==> src/rtl/dual_buf_y_arbiter.sv <==
// dual_buf_y_arbiter: Y-side scheduler for the dual asynchronous byte buffer.
// Round-robins the single Y port between channel A (0) and channel B (1).
// Within a grant, host writes take priority over reads. The grant ends when
// neither direction has work, or after BURST_MAX transfers.
// Optional build macro: DUAL_BUF_ARB_WR_THRESH_EN. When it is defined, the first
// write of a grant waits until the target FIFO reports at least WR_THRESH free
// bytes.
module dual_buf_y_arbiter #(
    parameter int BURST_MAX = 16,
    parameter int SETTLE    = 2,
    parameter int WR_THRESH = 4
) (
    input  logic       clk_i,
    input  logic       rst_i,
    input  logic [7:0] in_dat_i,
    input  logic       in_ch_i,
    input  logic       in_valid_i,
    output logic       in_ack_o,
    output logic [7:0] out_dat_o,
    output logic       out_ch_o,
    output logic       out_valid_o,
    input  logic       out_ack_i,
    output logic       Y_sel_o,
    output logic       Y_rd_o,
    output logic       Y_wr_o,
    output logic [7:0] Y_dat_o,
    input  logic [7:0] Y_dat_i,
    input  logic       Y_empty_i,
    input  logic       Y_full_i,
    input  logic [7:0] Y_count_i
);

    typedef enum logic [2:0] {SEL, EVAL, RD, RCAP, RHOLD, WR, WGAP} state_e;

    localparam logic [7:0] BURST_LIM     = 8'(BURST_MAX);
    localparam logic [2:0] SETTLE_LIM    = 3'(SETTLE);
    localparam logic [7:0] WR_THRESH_LIM = 8'(WR_THRESH);

    state_e     state_q, state_d;
    logic       ch_q, ch_d;
    logic [2:0] settle_cnt_q, settle_cnt_d;
    logic [7:0] burst_cnt_q, burst_cnt_d;
    logic [7:0] out_dat_q, out_dat_d;
    logic       out_ch_q, out_ch_d;
    logic       out_valid_q, out_valid_d;
    logic       burst_done;
    logic       thresh_ok;
    logic       wr_go;

`ifdef DUAL_BUF_ARB_WR_THRESH_EN
    // Only the opening write of a grant waits for enough free space.
    assign thresh_ok = (burst_cnt_q != 8'd0) || (Y_count_i >= WR_THRESH_LIM);
`else
    logic unused_count;
    assign thresh_ok    = 1'b1;
    assign unused_count = ^{Y_count_i, WR_THRESH_LIM};
`endif

    assign burst_done = (burst_cnt_q >= BURST_LIM);
    assign wr_go      = in_valid_i && (in_ch_i == ch_q) && !Y_full_i && thresh_ok;

    // The channel select is the registered channel, so it only moves when SEL is entered.
    assign Y_sel_o     = ch_q;
    assign out_dat_o   = out_dat_q;
    assign out_ch_o    = out_ch_q;
    assign out_valid_o = out_valid_q;

    // State register and held read byte. Reset drops any byte not yet accepted.
    always_ff @(posedge clk_i or posedge rst_i) begin
        if (rst_i) begin
            state_q      <= SEL;
            ch_q         <= 1'b0;
            settle_cnt_q <= 3'd0;
            burst_cnt_q  <= 8'd0;
            out_dat_q    <= 8'd0;
            out_ch_q     <= 1'b0;
            out_valid_q  <= 1'b0;
        end else begin
            // NOTE: non-blocking assignments, so every register here updates from pre-edge values.
            state_q      <= state_d;
            ch_q         <= ch_d;
            settle_cnt_q <= settle_cnt_d;
            burst_cnt_q  <= burst_cnt_d;
            out_dat_q    <= out_dat_d;
            out_ch_q     <= out_ch_d;
            out_valid_q  <= out_valid_d;
        end
    end

    // Next-state logic plus the single-cycle buffer and host strobes.
    always_comb begin
        // NOTE: give every output a default first. A path that leaves one unassigned would infer a latch.
        state_d      = state_q;
        ch_d         = ch_q;
        settle_cnt_d = settle_cnt_q;
        burst_cnt_d  = burst_cnt_q;
        out_dat_d    = out_dat_q;
        out_ch_d     = out_ch_q;
        out_valid_d  = out_valid_q;
        Y_rd_o       = 1'b0;
        Y_wr_o       = 1'b0;
        Y_dat_o      = 8'd0;
        in_ack_o     = 1'b0;

        case (state_q)
            SEL: begin
                if (settle_cnt_q == SETTLE_LIM) begin
                    settle_cnt_d = 3'd0;
                    state_d      = EVAL;
                end else begin
                    settle_cnt_d = settle_cnt_q + 3'd1;
                end
            end
            EVAL: begin
                if (wr_go) begin
                    state_d = WR;
                end else if (!Y_empty_i) begin
                    state_d = RD;
                end else begin
                    ch_d        = ~ch_q;
                    burst_cnt_d = 8'd0;
                    state_d     = SEL;
                end
            end
            RD: begin
                Y_rd_o      = 1'b1;
                burst_cnt_d = burst_cnt_q + 8'd1;
                state_d     = RCAP;
            end
            RCAP: begin
                // The buffer RAM presents the byte one cycle after the strobe.
                out_dat_d   = Y_dat_i;
                out_ch_d    = ch_q;
                out_valid_d = 1'b1;
                state_d     = RHOLD;
            end
            RHOLD: begin
                if (out_ack_i) begin
                    out_valid_d = 1'b0;
                    if (burst_done) begin
                        ch_d        = ~ch_q;
                        burst_cnt_d = 8'd0;
                        state_d     = SEL;
                    end else begin
                        state_d = EVAL;
                    end
                end
            end
            WR: begin
                Y_wr_o      = 1'b1;
                Y_dat_o     = in_dat_i;
                in_ack_o    = 1'b1;
                burst_cnt_d = burst_cnt_q + 8'd1;
                state_d     = WGAP;
            end
            WGAP: begin
                // Idle cycle that lets the full flag catch up with the write.
                if (burst_done) begin
                    ch_d        = ~ch_q;
                    burst_cnt_d = 8'd0;
                    state_d     = SEL;
                end else begin
                    state_d = EVAL;
                end
            end
            default: begin
                state_d = SEL;
            end
        endcase
    end

endmodule
==> config.mk <==
export PLATFORM = sky130hd
export DESIGN_NAME = dual_buf_y_arbiter
export DESIGN_NICKNAME = d
export VERILOG_FILES = /design/src/rtl/dual_buf_y_arbiter.sv
export SDC_FILE = /design/constraint.sdc
export NUM_CORES = 1
export LEC_CHECK = 0
export CORE_MARGIN = 1
export CORE_UTILIZATION = 43
export DETAILED_ROUTE_END_ITERATION = 6
export PLACE_DENSITY = 0.75
export SYNTH_ARGS = -nofsm -noshare
export SYNTH_HDL_FRONTEND = slang
export SYNTH_SLANG_ARGS = --single-unit
==> constraint.sdc <==
create_clock -name clk_i -period 2.1 [get_ports clk_i]
set_input_delay 0.315 -clock clk_i [delete_from_list [all_inputs] [get_ports clk_i]]
set_output_delay 0.315 -clock clk_i [all_outputs]
set_load 0.05 [all_outputs]
==> out/results.ini, run 1 <==
[min_path]
holdCritPathClass = input pin to asynchronous set/reset pin

[global_route]
overflow = 0
grt_pass1_wl_mm = 5.085
antenna_found_initial = 0
grt_use_total_pct = 19.42
grt_max_degree = 26
grt_pass1_vias = 1222

[critical_path]
startpoint_type = flop
reg2reg_to = Y_sel_o
cp-end-kind = primary output
cp-endpoint = Y_dat_o[2]
cp_max_fo = 14
cp_data_required_time_ns = 1.78
worstSetupStartpoint = state_q[1]
crit_arrival_ns = 1.67
worstRegToRegCells = 4
rrSetupSlack_ns = 0.35
r2r-start = state_q[1]
critPathKind = flop to primary output

[drt]
wirelength_mm = 2.995
routed.top_layer = met4
antenna_left = 0
dr_total_vias = 1202
wl_met1_mm = 1.241
drt-initial-drc-count = 22
met2_wirelength_mm = 1.542
dr.pass1.iters = 4
routedWlPerCell_um = 13.43
dr_wl_met3_um = 196
vias_per_cell = 5.390
post-route-drc-count = 0

[clock_network]
clk_latency_ns = 0.32
htree_levels = 1
numCtsBuffers = 3
clock-root-buffer = clkbuf_4
cts_tree = done
cts_hold_buf = 0
cts_setup_buffers = 0
cts_buffer_depth = 2
clk_pin_slew_ns = 0.14
cts_sinks = 25

[synthesis]
synth_area_per_cell_um2 = 10.06
synth-async-reset-ratio_pct = 100.0
synth_top_area_share_pct = 46.08
synth-edff-count = 0
synth-seq-cells = 25
synth_area_um2 = 1358
yosys_warnings = 0
synth_area_leaders = dfrtp_1 46%, mux2_2 7.5%, and2_1 4.1%
synth_cell_types = 39
syn_inst = 135
ys.flop_type = dfrtp_1
syn_nets = 168
yosysTopAreaCell = dfrtp_1
yosysSeqAreaShare_pct = 46.08

[timing]
hold_violations = 0
tns_ns = 0
fin_crit_sh_pct = 94.52
slew_violations = 0
min_period_ns = 1.985
rsz0062_at_grt = false
skew_ns = 0.01035
max_freq_mhz = 503.8
slew_headroom_pct = 56.89
worst_slew_pin_slew_ns = 0.6417
setup_violations = 0
setup_ws_ns = 0.1150

[final_layout]
num_antenna_cells = 0
syn_to_final_growth_pct = 46.08
multi_input_area_um2 = 668.1
n_fill_cell = 240
register_area_um2 = 626.9
layout.cells.non_filler = 223
nNetsFinal = 213
drive_gt1_share_pct = 20.67

[floorplanning]
die_area_um2 = 3386
floorplan.initialDensity_pct = 44.83
core-area_um2 = 3028
die_width_um = 58.19
rows = 20
die_y_um = 58.19
num_io_pins = 53

[pwr]
leakagePower_nw = 0.8426
peakVddDrop_v = 0.0006110
powerDensity_nw_per_um2 = 1518

[outcome]
status = finished, final reports clean

[placement]
io_buffers = 44
pre_cts_slack_ns = 0.1875
dp_cells = 219
routabilityCongestion = 0.8091
hpwl_mm = 2.320

[flow_run]
maxCapViolCount = 0

==> report_power, final <==
| group | total, mW | internal, mW | switching [mW] |
|---|---|---|---|
| sequential | 0.952 | 0.709 | 0.243 |
| clock | 0.219 | 0.0728 | 0.147 |
| combinational | 1.84 | 0.770 | 1.07 |
==> synthesized netlist by cell type, types with 2 or more instances <==
library cell  instances
buf_2                 4
and2_1                9
nor2_1                4
nand2b_1              2
a21o_1                2
ha_1                  2
nand3_1               4
xnor2_1               3
nor2b_1               2
a221oi_2              2
o21a_1                2
o21bai_1              2
a31oi_1               6
nand2_1              11
o221ai_1              2
clkbuf_1              2
mux2_2                9
a22o_1                2
dfrtp_1              25
a21oi_1               8
inv_1                 8
o21ai_0               7
==> metal layers <==
metal / vias to the layer above / global-route usage [%]
met5: - / 0
met2: 61 / 35.80
li1: 568 / -
met4: 0 / 6.463
met1: 571 / 22.24
met3: 2 / 4.018
==> through the flow <==
stage	power (mW)	area, µm²	utilization [%]	hold WS [ns]
after floorplan	2.200	1359	-	0.3423
after global placement	2.708	1951	64.42	0.4600
after detailed placement	2.798	1951	64.42	0.4696
after CTS	3.016	1982	65.45	0.3439
after global routing	3.197	1983	65.50	0.3610
final	3.011	1983	65.50	0.3301
==> layout by cell type, fill, tap and decap left out, types with 2 or more instances in the layout <==
| cell type | n |
|---|---|
| a21o_1 | 2 |
| a21oi_1 | 8 |
| a221oi_2 | 2 |
| a22o_1 | 2 |
| a31oi_1 | 6 |
| and2_1 | 9 |
| buf_12 | 11 |
| buf_4 | 3 |
| clkbuf_4 | 3 |
| clkdlybuf4s50_1 | 33 |
| dfrtp_1 | 24 |
| ha_1 | 2 |
| inv_1 | 8 |
| mux2_2 | 9 |
| nand2_1 | 11 |
| nand2b_1 | 2 |
| nand3_1 | 4 |
| nor2_1 | 4 |
| nor2b_1 | 2 |
| o21a_1 | 2 |
| o21ai_0 | 7 |
| o21bai_1 | 2 |
| o221ai_1 | 2 |
| xnor2_1 | 3 |
==> flip-flops by register name, indices dropped and copies added (netlist names) <==
| name | count |
|---|---|
| Y_sel_o | 1 |
| burst_cnt_q | 8 |
| out_ch_o | 1 |
| out_dat_o | 8 |
| out_valid_o | 1 |
| settle_cnt_q | 3 |
| state_q | 3 |
==> repair_timing <==
action | 4_1_cts | 5_1_grt
gates cloned | 0 | 0
endpoints found under the setup margin | 8 | 8
resized for setup | 1 | 1
==> how the worst min path moves through the flow <==
stage                     from              end
6_report                 rst_i  settle_cnt_q[0]
2_1_floorplan            rst_i          Y_sel_o
3_5_place_dp          out_ch_o         out_ch_o
4_1_cts                  rst_i     out_dat_o[6]
5_1_grt                  rst_i     out_dat_o[6]
3_3_place_gp   settle_cnt_q[2]  settle_cnt_q[2]
==> cell families after synthesis <==
group	share of synthesized area, %
DFF	46.08
xor gates and xnor gates	2.581
AOI/OAI and AO/OA	19.35
muxes	7.466
and+or+nand+nor	17.88
buffers and inverters	4.793
adders and majority gates	1.843
==> area by class of cell <==
class                           instances  area share [%]
Inverter                                8           1.514
Tap cell                               44           2.776
Timing Repair Buffer                   47           28.90
Clock inverter                          1          0.3785
Multi-Input combinational cell         95           33.69
Sequential cell                        25           31.61
Clock buffer                            3           1.136
==> worst max-delay path, stage by stage (launching register included) <==
cell and delay (ns):
dfrtp_1 0.55, and3b_2 0.44, and2_1 0.21, buf_12 0.15
No activity file was read; power rests on OpenSTA's default activity.
==> inputs of run 2 (changes only) <==
Settings changed: CORE_UTILIZATION 43 to 46, PLACE_DENSITY 0.75 to 0.8.
Clock period 2.1 ns to 2.3 ns, I/O delays scaled along.
==> out/results.ini, run 2 (same netlist as run 1, synthesis figures left out) <==
[outcome]
status = finished, final reports clean

[final_layout]
nNetsFinal = 212  ; -0.47%
num_antenna_cells = 0  ; unchanged
n_fill_cell = 216  ; -10%
layout_common_cells = 33 x clkdlybuf4s50_1, 25 x dfrtp_1, 11 x nand2_1
drive_gt1_share_pct = 19.10  ; -1.6 points
syn_to_final_growth_pct = 41.38
multi_input_area_um2 = 666.9  ; -0.19%
final_common_cell = clkdlybuf4s50_1
register_area_um2 = 625.6  ; -0.20%
layout.cells.non_filler = 209  ; -6.3%

[drt]
post-route-drc-count = 0  ; unchanged
drt-initial-drc-count = 48  ; +120%
antenna_left = 0  ; unchanged
dr_total_vias = 1162  ; -3.3%
vias_per_cell = 5.560  ; +3.1%
dr.pass1.iters = 4  ; unchanged
wirelength_mm = 2.811  ; -6.1%
routedWlPerCell_um = 13.45  ; +0.14%

[flow_run]
maxCapViolCount = 0  ; unchanged

[critical_path]
path_cells = and3b_1, and2_1, buf_12
cp-end-kind = primary output
cp_data_required_time_ns = 1.96  ; +0.18 ns
critPathKind = flop to primary output
critPathSlowestCell = dfrtp_1
cp_max_fo = 13  ; -1
startpoint_type = flop
slowest_delay_ns = 0.61  ; +0.06 ns
crit_family = simple AND/OR/NAND/NOR gates
crit_buf_inv = 1  ; unchanged
crit_arrival_ns = 1.76  ; +0.09 ns

[timing]
slew_headroom_pct = 59.36  ; +2.5 points
slew_violations = 0  ; unchanged
skew_ns = 0.008214  ; -0.002133 ns
min_period_ns = 2.103
rsz0062_at_grt = false
worst_slew_pin_slew_ns = 0.6050  ; -0.03675 ns
setup_violations = 0  ; unchanged
max_freq_mhz = 475.5
hold_violations = 0  ; unchanged
fin_crit_sh_pct = 91.44
tns_ns = 0  ; unchanged

[clock_network]
clk_pin_slew_ns = 0.14  ; about the same
clk_latency_ns = 0.32  ; about the same
cts_sinks = 25  ; unchanged
clock-root-buffer = clkbuf_4
cts_setup_buffers = 0  ; unchanged
htree_levels = 1  ; unchanged
numCtsBuffers = 3  ; unchanged
cts_tree = done
cts_hold_buf = 0  ; unchanged
cts_resized = 0  ; -1
cts_buffer_depth = 2  ; unchanged

[placement]
dp_cells = 205  ; -6.4%
hpwl_mm = 2.191  ; -5.5%
io_buffers = 44  ; unchanged
routabilityCongestion = 0.8151  ; +0.74%

[global_route]
grt_pass1_wl_mm = 4.698  ; -7.6%
antenna_found_initial = 0  ; unchanged
grt_max_degree = 26  ; unchanged
overflow = 0  ; unchanged
grt_pass1_vias = 1074  ; -12%
grt_use_total_pct = 18.90  ; -0.52 points

[pwr]
leakagePower_nw = 0.8299  ; -1.5%
peakVddDrop_v = 0.001089  ; +78%
p_sw_mw = 1.307  ; -10%
pwr-share-comb_pct = 60.6  ; -0.5 points
power.total_mw = 2.679  ; -11%
seq_power_share_pct = 32.0  ; +0.4 points
clockPowerShare_pct = 7.4  ; about the same
switching_share_pct = 48.78  ; +0.34 points
p_int_mw = 1.372  ; -12%
powerDensity_nw_per_um2 = 1396  ; -8.1%

[floorplanning]
rows = 19  ; -5.0%
floorplan.initialDensity_pct = 48.81  ; +4.0 points
die_area_um2 = 3173  ; -6.3%
die_width_um = 56.33  ; -3.2%
die_y_um = 56.33  ; -3.2%
num_io_pins = 53  ; unchanged
core-area_um2 = 2781  ; -8.1%

[min_path]
holdCritPathClass = input pin to asynchronous set/reset pin

## run 2: worst min-delay path: cells and delay by family
| kind | cells | cell delay [ns] |
|---|---|---|
| buffers and inverters | 3 | 0.74 |
## run 2: layer usage
metal	GRT usage [%]	wire [µm]
met1	22.09	1152
met2	33.67	1378
met3	4.147	218
met4	7.317	63
met5	0	0
## run 2: through the flow
step / instance area (µm²) / util (%) / setup slack, ns / hold WS [ns]
after floorplan: 1358 / - / 0.1170 / 0.3723
after global placement: 1889 / 67.93 / 0.4119 / 0.4610
after detailed placement: 1889 / 67.93 / 0.3487 / 0.4837
after CTS: 1919 / 69.01 / 0.1975 / 0.3469
after global routing: 1919 / 69.01 / 0.06906 / 0.3713
final: 1919 / 69.01 / 0.1968 / 0.3451
## run 2: cell type report
cell class | instances | area share (%)
clock buffers | 3 | 1.173
clock inverters | 1 | 0.3911
inverters | 8 | 1.565
multi-input cells | 95 | 34.75
flip-flops and latches | 25 | 32.59
well taps | 31 | 2.021
repair buffers | 46 | 27.51
## run 2: path summary, 6_finish.rpt
path	start	to	slack (ns)	depth (start not counted)
max in group asynchronous	rst_i	Y_sel_o	1.72	3
min	rst_i	burst_cnt_q[2]	0.35	3
min reg2reg	settle_cnt_q[2]	settle_cnt_q[2]	0.50	1
max reg2reg	state_q[0]	Y_sel_o	0.51	4
min in group clk_i	settle_cnt_q[2]	settle_cnt_q[2]	0.50	1
max	state_q[0]	Y_dat_o[7]	0.20	3
## run 2: power groups by stage
stage | combinational, mW | sequential, mW | clock [mW]
after floorplan | 0.861 | 1.15 | 0
after global placement | 1.58 | 0.843 | 0
after detailed placement | 1.63 | 0.862 | 0
after CTS | 1.63 | 0.853 | 0.206
after global routing | 1.73 | 0.894 | 0.219
final | 1.62 | 0.858 | 0.199
==> inputs of run 3 (changes only) <==
Settings changed: CAP_MARGIN set to 0, CORE_UTILIZATION 46 to 39, PLACE_DENSITY 0.8 to 0.72.
Clock period 2.3 ns to 1.9 ns, I/O delays scaled along.
==> out/results.ini, run 3 (same netlist as run 1, synthesis figures left out) <==
[drt]
routedWlPerCell_um = 13.84  ; +2.9%
post-route-drc-count = 0  ; unchanged
dr_total_vias = 1194  ; +2.8%
wirelength_mm = 3.196  ; +14%
drt-initial-drc-count = 33  ; -31%
vias_per_cell = 5.169  ; -7.0%
antenna_left = 0  ; unchanged
dr.pass1.iters = 4  ; unchanged

[final_layout]
layout_common_cells = 32 x clkdlybuf4s50_1, 23 x dfrtp_1, 11 x nand2_1, 11 x buf_12
layout.cells.non_filler = 231  ; +11%
final_common_cell = clkdlybuf4s50_1
n_fill_cell = 288  ; +33%
nNetsFinal = 219  ; +3.3%
drive_gt1_share_pct = 23.78  ; +4.7 points
num_antenna_cells = 0  ; unchanged
multi_input_area_um2 = 669.4  ; +0.38%
syn_to_final_growth_pct = 49.68
register_area_um2 = 628.1  ; +0.40%

[placement]
pre_cts_slack_ns = 0.03974  ; -0.3089 ns
routabilityCongestion = 0.8568  ; +5.1%
io_buffers = 44  ; unchanged
dp_cells = 225  ; +9.8%
hpwl_mm = 2.386  ; +8.9%

[clock_network]
cts_sinks = 25  ; unchanged
clk_pin_slew_ns = 0.13  ; about the same
cts_buffer_depth = 2  ; unchanged
cts_hold_buf = 0  ; unchanged
clock-root-buffer = clkbuf_4
numCtsBuffers = 3  ; unchanged
htree_levels = 1  ; unchanged
cts_tree = done
clk_latency_ns = 0.32  ; about the same

[timing]
setup_ws_ns = 0.06635  ; -0.1304 ns
rsz0062_at_grt = true
hold_violations = 0  ; unchanged
tns_ns = 0  ; unchanged
hold_slack_ns = 0.3049  ; -0.04026 ns
slew_headroom_pct = 65.66  ; +6.3 points
skew_ns = 0.005436  ; -0.002778 ns
max_freq_mhz = 545.4
setup_violations = 0  ; unchanged
min_period_ns = 1.834
slew_violations = 0  ; unchanged
fin_crit_sh_pct = 96.51
worst_slew_pin_slew_ns = 0.5142  ; -0.09076 ns

[floorplanning]
rows = 21  ; +2
die_y_um = 61  ; +8.3%
die_area_um2 = 3721  ; +17%
num_io_pins = 53  ; unchanged
floorplan.initialDensity_pct = 40.68  ; -8.1 points
core-area_um2 = 3337  ; +20%
die_width_um = 61  ; +8.3%

[critical_path]
cp-end-kind = primary output
cp_max_fo = 11  ; -2
startpoint_type = flop
critPathKind = flop to primary output
cp_data_required_time_ns = 1.62  ; -0.34 ns
crit_arrival_ns = 1.55  ; -0.21 ns

[global_route]
grt_use_total_pct = 18.09  ; -0.82 points
grt_max_degree = 26  ; unchanged
antenna_found_initial = 0  ; unchanged
grt_pass1_vias = 1110  ; +3.4%
overflow = 0  ; unchanged
grt_pass1_wl_mm = 4.892  ; +4.1%

[pwr]
power.total_mw = 3.432  ; +28%
powerDensity_nw_per_um2 = 1689  ; +21%
peakVddDrop_v = 0.0009654  ; -11%
leakagePower_nw = 0.8838  ; +6.5%

[outcome]
status = finished, final reports clean

[flow_run]
maxCapViolCount = 0  ; unchanged

[min_path]
holdCritPathClass = input pin to asynchronous set/reset pin

[run 3: changes by cell type in the layout (fill, tap and decap cells not counted), sizes merged]
cell,change
buf,+7
clkbuf,+1
clkdlybuf4s50,-1
clkinvlp,-1
dlymetal6s2s,+1
[run 3: worst max-delay path, cell delays in order, from the launching register on]
cell and delay (ns):
dfrtp_2 0.49, and3b_2 0.38, and2_1 0.21, buf_12 0.15
[run 3: what timing repair did]
action | 4_1_cts | 5_1_grt
buffers inserted | 0 | 2
resized for setup | 2 | 3
endpoints found under the setup margin | 9 | 10
[run 3: final timing paths]
kind | cells after the start | slack, ns | startpoint | end
min in group clk_i | 1 | 0.49 | state_q[2] | out_valid_o
max in group asynchronous | 3 | 1.34 | rst_i | state_q[0]
max reg2reg | 5 | 0.11 | state_q[0] | Y_sel_o
min reg2reg | 1 | 0.49 | state_q[2] | out_valid_o
min | 3 | 0.30 | rst_i | out_dat_o[7]
max | 3 | 0.07 | state_q[1] | Y_dat_o[0]
[run 3: layer usage]
layer	global-route usage, %	share of wire, %
met5	0	0
met2	33.75	54
met3	4.691	3.2
met1	20.66	42
met4	3.896	0.53
[run 3: final cells by class]
| cell class | instances | area share, % |
|---|---|---|
| Multi-Input combinational cell | 95 | 32.94 |
| Timing Repair Buffer | 53 | 30.54 |
| Tap cell | 46 | 2.833 |
| Clock buffer | 4 | 1.293 |
| Sequential cell | 25 | 30.91 |
| Inverter | 8 | 1.478 |
[run 3: power by group]
part / internal, mW / switching [mW]
clock network: 0.0822 / 0.155
logic: 0.921 / 1.24
registers: 0.787 / 0.245
[run 3: stage by stage]
step                      area, µm²  util, %
after floorplan                1359        -
after global placement         1983    59.43
after detailed placement       1983    59.43
after CTS                      2012    60.29
after global routing           2032    60.89
final                          2032    60.89
